--- config.mk ---
export PLATFORM = sky130hd
export DESIGN_NAME = if_id_fetch_stage_flat
export DESIGN_NICKNAME = d
export VERILOG_FILES = /design/src/rtl/if_id_fetch_stage_pkg.sv /design/src/rtl/if_id_fetch_stage_if.sv /design/src/rtl/if_id_fetch_stage_pc_reg.sv /design/src/rtl/if_id_fetch_stage.sv /design/src/flat_wrapper.sv
export SDC_FILE = /design/constraint.sdc
export NUM_CORES = 1
export LEC_CHECK = 0
export CAP_MARGIN = 20
export CORE_MARGIN = 4
export CORE_UTILIZATION = 45
export CTS_CLUSTER_DIAMETER = 150
export DETAILED_ROUTE_END_ITERATION = 6
export HOLD_SLACK_MARGIN = 0.08
export PLACE_DENSITY = 0.86
export SETUP_SLACK_MARGIN = 0.02
export SLEW_MARGIN = 40
export SYNTH_ARGS = -nofsm -noshare
export SYNTH_HDL_FRONTEND = slang
export SYNTH_SLANG_ARGS = --single-unit
--- constraint.sdc ---
create_clock -name clk -period 6.65 [get_ports clk]
set_input_delay 0.9975 -clock clk [delete_from_list [all_inputs] [get_ports clk]]
set_output_delay 0.9975 -clock clk [all_outputs]
set_load 0.005 [all_outputs]
--- src/rtl/if_id_fetch_stage_pkg.sv ---
// Shared pipeline definitions for the fetch stage and its IF/ID register.
package if_id_fetch_stage_pkg;

  localparam int XLEN = 32;

  // Defaults for the stage's RESET_PC / NOP_INSTR parameters.
  localparam logic [XLEN-1:0] DEFAULT_RESET_PC  = 32'h0000_0000;
  localparam logic [XLEN-1:0] DEFAULT_NOP_INSTR = 32'h0000_0013; // addi x0,x0,0

  // Source-register field positions inside an instruction word.
  localparam int REG_ADDR_W = 5;
  localparam int RS1_LSB    = 15;
  localparam int RS2_LSB    = 20;

  // Contents of the IF/ID pipeline register.
  typedef struct packed {
    logic [XLEN-1:0] pc;
    logic [XLEN-1:0] instr;
    logic            valid;
  } if_id_t;

endpackage

--- src/rtl/if_id_fetch_stage_if.sv ---
// Fetch-stage bundle: hazard controls, instruction-memory port and IF/ID view.
// Optional performance counters appear when IF_PERF_CNT_EN is defined.
interface if_id_fetch_stage_if;
  import if_id_fetch_stage_pkg::*;

  // Hazard-unit controls
  logic                  PCWrite;
  logic                  IF_ID_Write;
  logic                  Flush;
  logic [XLEN-1:0]       BranchTarget;

  // Instruction memory (combinational read)
  logic [XLEN-1:0]       imem_addr;
  logic [XLEN-1:0]       imem_rdata;

  // Stage outputs
  logic [XLEN-1:0]       PC_out;
  logic [XLEN-1:0]       IF_ID_PC;
  logic [XLEN-1:0]       IF_ID_Instr;
  logic                  IF_ID_Valid;
  logic [REG_ADDR_W-1:0] IF_ID_RegisterRs1;
  logic [REG_ADDR_W-1:0] IF_ID_RegisterRs2;

`ifdef IF_PERF_CNT_EN
  logic [31:0]           fetch_cnt;
  logic [31:0]           stall_cnt;
  logic [31:0]           flush_cnt;
`endif

  // Fetch stage side
  modport master (
    input  PCWrite, IF_ID_Write, Flush, BranchTarget, imem_rdata,
`ifdef IF_PERF_CNT_EN
    output fetch_cnt, stall_cnt, flush_cnt,
`endif
    output imem_addr, PC_out, IF_ID_PC, IF_ID_Instr, IF_ID_Valid,
    output IF_ID_RegisterRs1, IF_ID_RegisterRs2
  );

  // Hazard unit / memory / decode side
  modport slave (
    output PCWrite, IF_ID_Write, Flush, BranchTarget, imem_rdata,
`ifdef IF_PERF_CNT_EN
    input  fetch_cnt, stall_cnt, flush_cnt,
`endif
    input  imem_addr, PC_out, IF_ID_PC, IF_ID_Instr, IF_ID_Valid,
    input  IF_ID_RegisterRs1, IF_ID_RegisterRs2
  );

endinterface

--- src/rtl/if_id_fetch_stage_pc_reg.sv ---
// Program counter: redirect beats advance, advance beats hold.
module if_id_fetch_stage_pc_reg #(
  parameter logic [if_id_fetch_stage_pkg::XLEN-1:0] RESET_PC =
    if_id_fetch_stage_pkg::DEFAULT_RESET_PC
) (
  input  logic                                  clk,
  input  logic                                  reset,
  input  logic                                  pc_write,
  input  logic                                  flush,
  input  logic [if_id_fetch_stage_pkg::XLEN-1:0] branch_target,
  output logic [if_id_fetch_stage_pkg::XLEN-1:0] pc
);
  import if_id_fetch_stage_pkg::*;

  logic [XLEN-1:0] pc_q;
  logic [XLEN-1:0] pc_d;

  // Next-PC selection: word-aligned redirect, sequential +4 (wraps), or hold.
  always_comb begin
    // NOTE: default first so every path assigns pc_d and no latch is inferred.
    pc_d = pc_q;
    if (flush) begin
      pc_d = {branch_target[XLEN-1:2], 2'b00};
    end else if (pc_write) begin
      pc_d = pc_q + XLEN'(4);
    end
  end

  // PC register with asynchronous reset to the boot address.
  always_ff @(posedge clk or posedge reset) begin
    // NOTE: non-blocking so every flop samples pre-edge values regardless of block order.
    if (reset) begin
      pc_q <= RESET_PC;
    end else begin
      pc_q <= pc_d;
    end
  end

  assign pc = pc_q;

endmodule

--- src/rtl/if_id_fetch_stage.sv ---
// Instruction-fetch stage with IF/ID pipeline register.
// Optional feature macro: IF_PERF_CNT_EN (fetch/stall/flush counters).
module if_id_fetch_stage #(
  parameter logic [if_id_fetch_stage_pkg::XLEN-1:0] RESET_PC  =
    if_id_fetch_stage_pkg::DEFAULT_RESET_PC,
  parameter logic [if_id_fetch_stage_pkg::XLEN-1:0] NOP_INSTR =
    if_id_fetch_stage_pkg::DEFAULT_NOP_INSTR
) (
  input  logic                 clk,
  input  logic                 reset,
  if_id_fetch_stage_if.master  bus
);
  import if_id_fetch_stage_pkg::*;

  logic [XLEN-1:0] pc;
  if_id_t          if_id_q;

  if_id_fetch_stage_pc_reg #(
    .RESET_PC (RESET_PC)
  ) u_pc_reg (
    .clk           (clk),
    .reset         (reset),
    .pc_write      (bus.PCWrite),
    .flush         (bus.Flush),
    .branch_target (bus.BranchTarget),
    .pc            (pc)
  );

  assign bus.imem_addr = pc;
  assign bus.PC_out    = pc;

  // IF/ID register: flush inserts a bubble, otherwise load or hold.
  always_ff @(posedge clk or posedge reset) begin
    if (reset) begin
      if_id_q <= '{pc: '0, instr: NOP_INSTR, valid: 1'b0};
    end else if (bus.Flush) begin
      if_id_q <= '{pc: pc, instr: NOP_INSTR, valid: 1'b0};
    end else if (bus.IF_ID_Write) begin
      if_id_q <= '{pc: pc, instr: bus.imem_rdata, valid: 1'b1};
    end
  end

  assign bus.IF_ID_PC          = if_id_q.pc;
  assign bus.IF_ID_Instr       = if_id_q.instr;
  assign bus.IF_ID_Valid       = if_id_q.valid;
  // The bubble encoding has zero register fields, so these read 0 on a bubble.
  assign bus.IF_ID_RegisterRs1 = if_id_q.instr[RS1_LSB +: REG_ADDR_W];
  assign bus.IF_ID_RegisterRs2 = if_id_q.instr[RS2_LSB +: REG_ADDR_W];

`ifdef IF_PERF_CNT_EN
  logic [31:0] fetch_cnt_q;
  logic [31:0] stall_cnt_q;
  logic [31:0] flush_cnt_q;

  // Event counters: valid IF/ID loads, PC stalls without redirect, flushes.
  always_ff @(posedge clk or posedge reset) begin
    if (reset) begin
      fetch_cnt_q <= '0;
      stall_cnt_q <= '0;
      flush_cnt_q <= '0;
    end else begin
      if (!bus.Flush && bus.IF_ID_Write) fetch_cnt_q <= fetch_cnt_q + 32'd1;
      if (!bus.Flush && !bus.PCWrite)    stall_cnt_q <= stall_cnt_q + 32'd1;
      if (bus.Flush)                     flush_cnt_q <= flush_cnt_q + 32'd1;
    end
  end

  assign bus.fetch_cnt = fetch_cnt_q;
  assign bus.stall_cnt = stall_cnt_q;
  assign bus.flush_cnt = flush_cnt_q;
`endif

endmodule

--- src/flat_wrapper.sv ---
// flat-port wrapper written by rule: the top's interface ports become plain ports
module if_id_fetch_stage_flat import if_id_fetch_stage_pkg::*;
#(
  parameter logic [if_id_fetch_stage_pkg::XLEN-1:0] RESET_PC  =
    if_id_fetch_stage_pkg::DEFAULT_RESET_PC,
  parameter logic [if_id_fetch_stage_pkg::XLEN-1:0] NOP_INSTR =
    if_id_fetch_stage_pkg::DEFAULT_NOP_INSTR
)
  (clk, reset, bus_PCWrite, bus_IF_ID_Write, bus_Flush, bus_BranchTarget, bus_imem_rdata, bus_imem_addr, bus_PC_out, bus_IF_ID_PC, bus_IF_ID_Instr, bus_IF_ID_Valid, bus_IF_ID_RegisterRs1, bus_IF_ID_RegisterRs2);
  if_id_fetch_stage_if bus_i ();
  input  logic clk;
  input  logic reset;
  input wire logic [$bits(bus_i.PCWrite)-1:0] bus_PCWrite;
  input wire logic [$bits(bus_i.IF_ID_Write)-1:0] bus_IF_ID_Write;
  input wire logic [$bits(bus_i.Flush)-1:0] bus_Flush;
  input wire logic [$bits(bus_i.BranchTarget)-1:0] bus_BranchTarget;
  input wire logic [$bits(bus_i.imem_rdata)-1:0] bus_imem_rdata;
  output wire logic [$bits(bus_i.imem_addr)-1:0] bus_imem_addr;
  output wire logic [$bits(bus_i.PC_out)-1:0] bus_PC_out;
  output wire logic [$bits(bus_i.IF_ID_PC)-1:0] bus_IF_ID_PC;
  output wire logic [$bits(bus_i.IF_ID_Instr)-1:0] bus_IF_ID_Instr;
  output wire logic [$bits(bus_i.IF_ID_Valid)-1:0] bus_IF_ID_Valid;
  output wire logic [$bits(bus_i.IF_ID_RegisterRs1)-1:0] bus_IF_ID_RegisterRs1;
  output wire logic [$bits(bus_i.IF_ID_RegisterRs2)-1:0] bus_IF_ID_RegisterRs2;
  assign bus_i.PCWrite = bus_PCWrite;
  assign bus_i.IF_ID_Write = bus_IF_ID_Write;
  assign bus_i.Flush = bus_Flush;
  assign bus_i.BranchTarget = bus_BranchTarget;
  assign bus_i.imem_rdata = bus_imem_rdata;
  assign bus_imem_addr = bus_i.imem_addr;
  assign bus_PC_out = bus_i.PC_out;
  assign bus_IF_ID_PC = bus_i.IF_ID_PC;
  assign bus_IF_ID_Instr = bus_i.IF_ID_Instr;
  assign bus_IF_ID_Valid = bus_i.IF_ID_Valid;
  assign bus_IF_ID_RegisterRs1 = bus_i.IF_ID_RegisterRs1;
  assign bus_IF_ID_RegisterRs2 = bus_i.IF_ID_RegisterRs2;
  if_id_fetch_stage #(.RESET_PC(RESET_PC), .NOP_INSTR(NOP_INSTR)) u_core (.clk(clk), .reset(reset), .bus(bus_i));
endmodule
==> reports/qor.txt <==
status = complete, no violations
area of all placed cells without fillers = 6570 um2
areal power density over the cells = 223 nW/um2
total congestion overflow = 0
drt drc = 0
FF-to-FF End = u_core.u_pc_reg.pc[28]
insertion delay of the later-clocked pin in the worst-skew pair = 0.36 ns
R2R setup slack = 4.41 ns
hold path startpoint = u_core.bus.IF_ID_PC[22]
Final TNS setup = 0 ns
RSZ-0062 raised after global routing = no
final critical-path required period = 2.87 ns
sort of element at the end of the critical path = register
final net count = 648
Req. time, crit path = 6.93 ns
Worst EP arrival = 3.15 ns
final worst setup slack = 3.78 ns
worst ir drop on vdd = 0.000108 V
Detailed Place HPWL = 9.50 mm
total count of max-transition violations in the final report = 0
global-route wire length before repair = 19.8 mm
DIE HEIGHT = 108 um
post-CTS setup buffer count = 0
cell taking the most area after synthesis = dfrtp_1
maximum fanout along the worst path = 9
number of enable flip-flop cells after synthesis = 0
Total Die Area = 11700 um2
antenna-violating nets left = 0
Resized cells post-CTS = 0
CTS tree = yes
count of buffers from port buffering = 199
count of routing violations after the opening detailed-route iteration = 263
Placer Congestion = 0.757
instance count of the mapped netlist = 430
starting utilization of the core area = 46.3%
ratio of final minimum period to clock period = 43.2%
Hold-fix buffers, CTS = 0
Post-Synthesis Cell Area = 4530 um2
count of different cell masters after synthesis = 38
final number of setup-violating endpoints = 0
Leakage = 2.72 nW
root buf cell = clkbuf_8
average instance area after synthesis = 10.5 um2
Non-Filler Instances = 716
ranking of synthesized cells by area = dfrtp_1 (50%), buf_4 (7.6%), mux2i_1 (7.3%)
Min-Delay Path Depth = 2
detailed-route wire length = 12.9 mm
number of instances in the placed design = 700
Hold Crit Class = reg -> reg
number of inserted diodes = 0
H-Tree Level Count = 3
share of final-layout standard cells stronger than drive strength 1 = 9.09%
number of buffers added by the clock tree synthesis step = 9
Max-Cap Viols = 0
share of power burned in registers = 46.1%
vias = 3714
Comb pwr share = 21.5%
design internal power = 1.09 mW
most common library cell in the layout ignoring fill and taps = clkdlybuf4s50_1
Area growth syn-to-layout = 45.1%
number of antenna violations at the first check in global routing = 0
clock transition at the registers of the reported paths = 0.09 ns
number of synthesized register bits = 93
critical path class = in -> reg
RR Startpoint = u_core.u_pc_reg.pc[2]
Avg WL per Cell = 18.0 um
die boundary width = 108 um
per-cell via count in the routed design = 5.19
critical path startpoint category = primary input
Max Clk Rate = 348 MHz
number of global-route vias before repair = 3808
reported net switching power = 0.373 mW
clock tree skew after final layout = 0.00733 ns
Worst Max-Slew Pin Slew = 0.731 ns
count of boundary I/O pins = 208
area after detailed placement = 6310 um2
pre-CTS worst setup slack = 3.42 ns
sink of the worst hold path = u_core.bus.IF_ID_PC[22]
first-pass iteration count of the detailed router = 4
worst slew margin relative to its limit = 51.0%
share of total power in the clock network = 32.4%
sequential area share after synthesis = 51.5%
leading register cell type out of synthesis = dfrtp_1
maximum number of pins on one net before global-route repair = 94
buffers from clock root to sink, at most = 2
Cell Rows = 36
Num Clock Sinks = 93
R2R cell count = 5
area share of the largest cell type after synthesis = 49.8%
count of synthesis-stage warnings from yosys = 0
total track usage = 21.7%
Post-synth ARST share = 100%
highest-count cells in the layout ignoring fill and taps = clkdlybuf4s50_1 (197), dfrtp_1 (90), nor2_1 (46)
CORE AREA = 9770 um2
final hold violation count = 0
Sw Share = 25.5%
## sequential cells by signal, indices dropped and copies added, names as in the netlist
name	cells
u_core.u_pc_reg.pc	30
u_core.bus.IF_ID_PC	30
u_core.bus.IF_ID_Instr	32
u_core.bus.IF_ID_Valid	1
## power groups by stage
stage | combinational, mW | sequential, mW | clock (mW)
after floorplan | 0.134 | 0.675 | 0
after global placement | 0.308 | 0.680 | 0
after detailed placement | 0.318 | 0.684 | 0
after CTS | 0.320 | 0.673 | 0.482
after global routing | 0.341 | 0.683 | 0.503
final | 0.315 | 0.674 | 0.474
## critical path, stage by stage
cell	delay [ns]
clkdlybuf4s50_1	0.66
nand2_1	0.26
or3_1	0.52
or4_1	0.52
a31oi_1	0.18
## final cells by class
class / instances / area [um2]
multi-input cells: 265 / 1760
inverters: 7 / 33.8
clock inverters: 5 / 106
flip-flops and latches: 93 / 2330
repair buffers: 202 / 2020
fillers: 763 / 3210
well taps: 133 / 166
clock buffers: 11 / 151
## worst max path at each step
stage / slack, ns / from / cells past startpoint / endpoint
final: 3.78 / bus_PCWrite / 5 / u_core.u_pc_reg.pc[28]
after global routing: 3.74 / bus_Flush / 5 / u_core.u_pc_reg.pc[15]
after CTS: 3.81 / bus_PCWrite / 5 / u_core.u_pc_reg.pc[28]
after detailed placement: 3.42 / bus_PCWrite / 5 / u_core.u_pc_reg.pc[28]
after global placement: 3.47 / bus_PCWrite / 5 / u_core.u_pc_reg.pc[28]
after floorplan: 3.24 / reset / 1 / u_core.bus.IF_ID_Instr[10]
## kinds of logic after synthesis
kind of cell | share of synthesized area (%)
adder cells (fa/ha/maj) | 0.276
AND/OR/NAND/NOR | 15.3
other | 0.0828
multiplexers | 13.5
AO/OA/AOI/OAI | 6.50
buffers and inverters | 10.3
XOR/XNOR | 2.52
flip-flops | 51.5
## layer usage
| layer | routed length, um | track usage (%) | part of all wire, % | up-vias |
|---|---|---|---|---|
| li1 | - | - | - | 1759 |
| met1 | 5250 | 26.8 | 41 | 1777 |
| met2 | 6210 | 36.7 | 48 | 165 |
| met3 | 1220 | 7.04 | 9.4 | 13 |
| met4 | 199 | 5.86 | 1.5 | 0 |
| met5 | 0 | 0 | 0 | - |
## per-stage QoR
stage / hold WS, ns / total power [mW] / util [%]
floorplan: 0.473 / 0.809 / -
finish: 0.491 / 1.46 / 67.2
global placement: 0.470 / 0.988 / 64.2
detailed placement: 0.473 / 1.00 / 64.5
global route: 0.517 / 1.53 / 67.2
CTS: 0.495 / 1.48 / 67.2
## synth_stat cells, types with 7 or more instances
cell / number
nand3_1: 9
nor2_1: 47
nand2_1: 36
mux2_2: 25
nand4_1: 15
dfrtp_1: 90
a31oi_1: 11
clkbuf_1: 17
buf_4: 46
o21ai_0: 22
mux2i_1: 33
xnor2_1: 7
No activity file was read; power rests on OpenSTA's default activity.
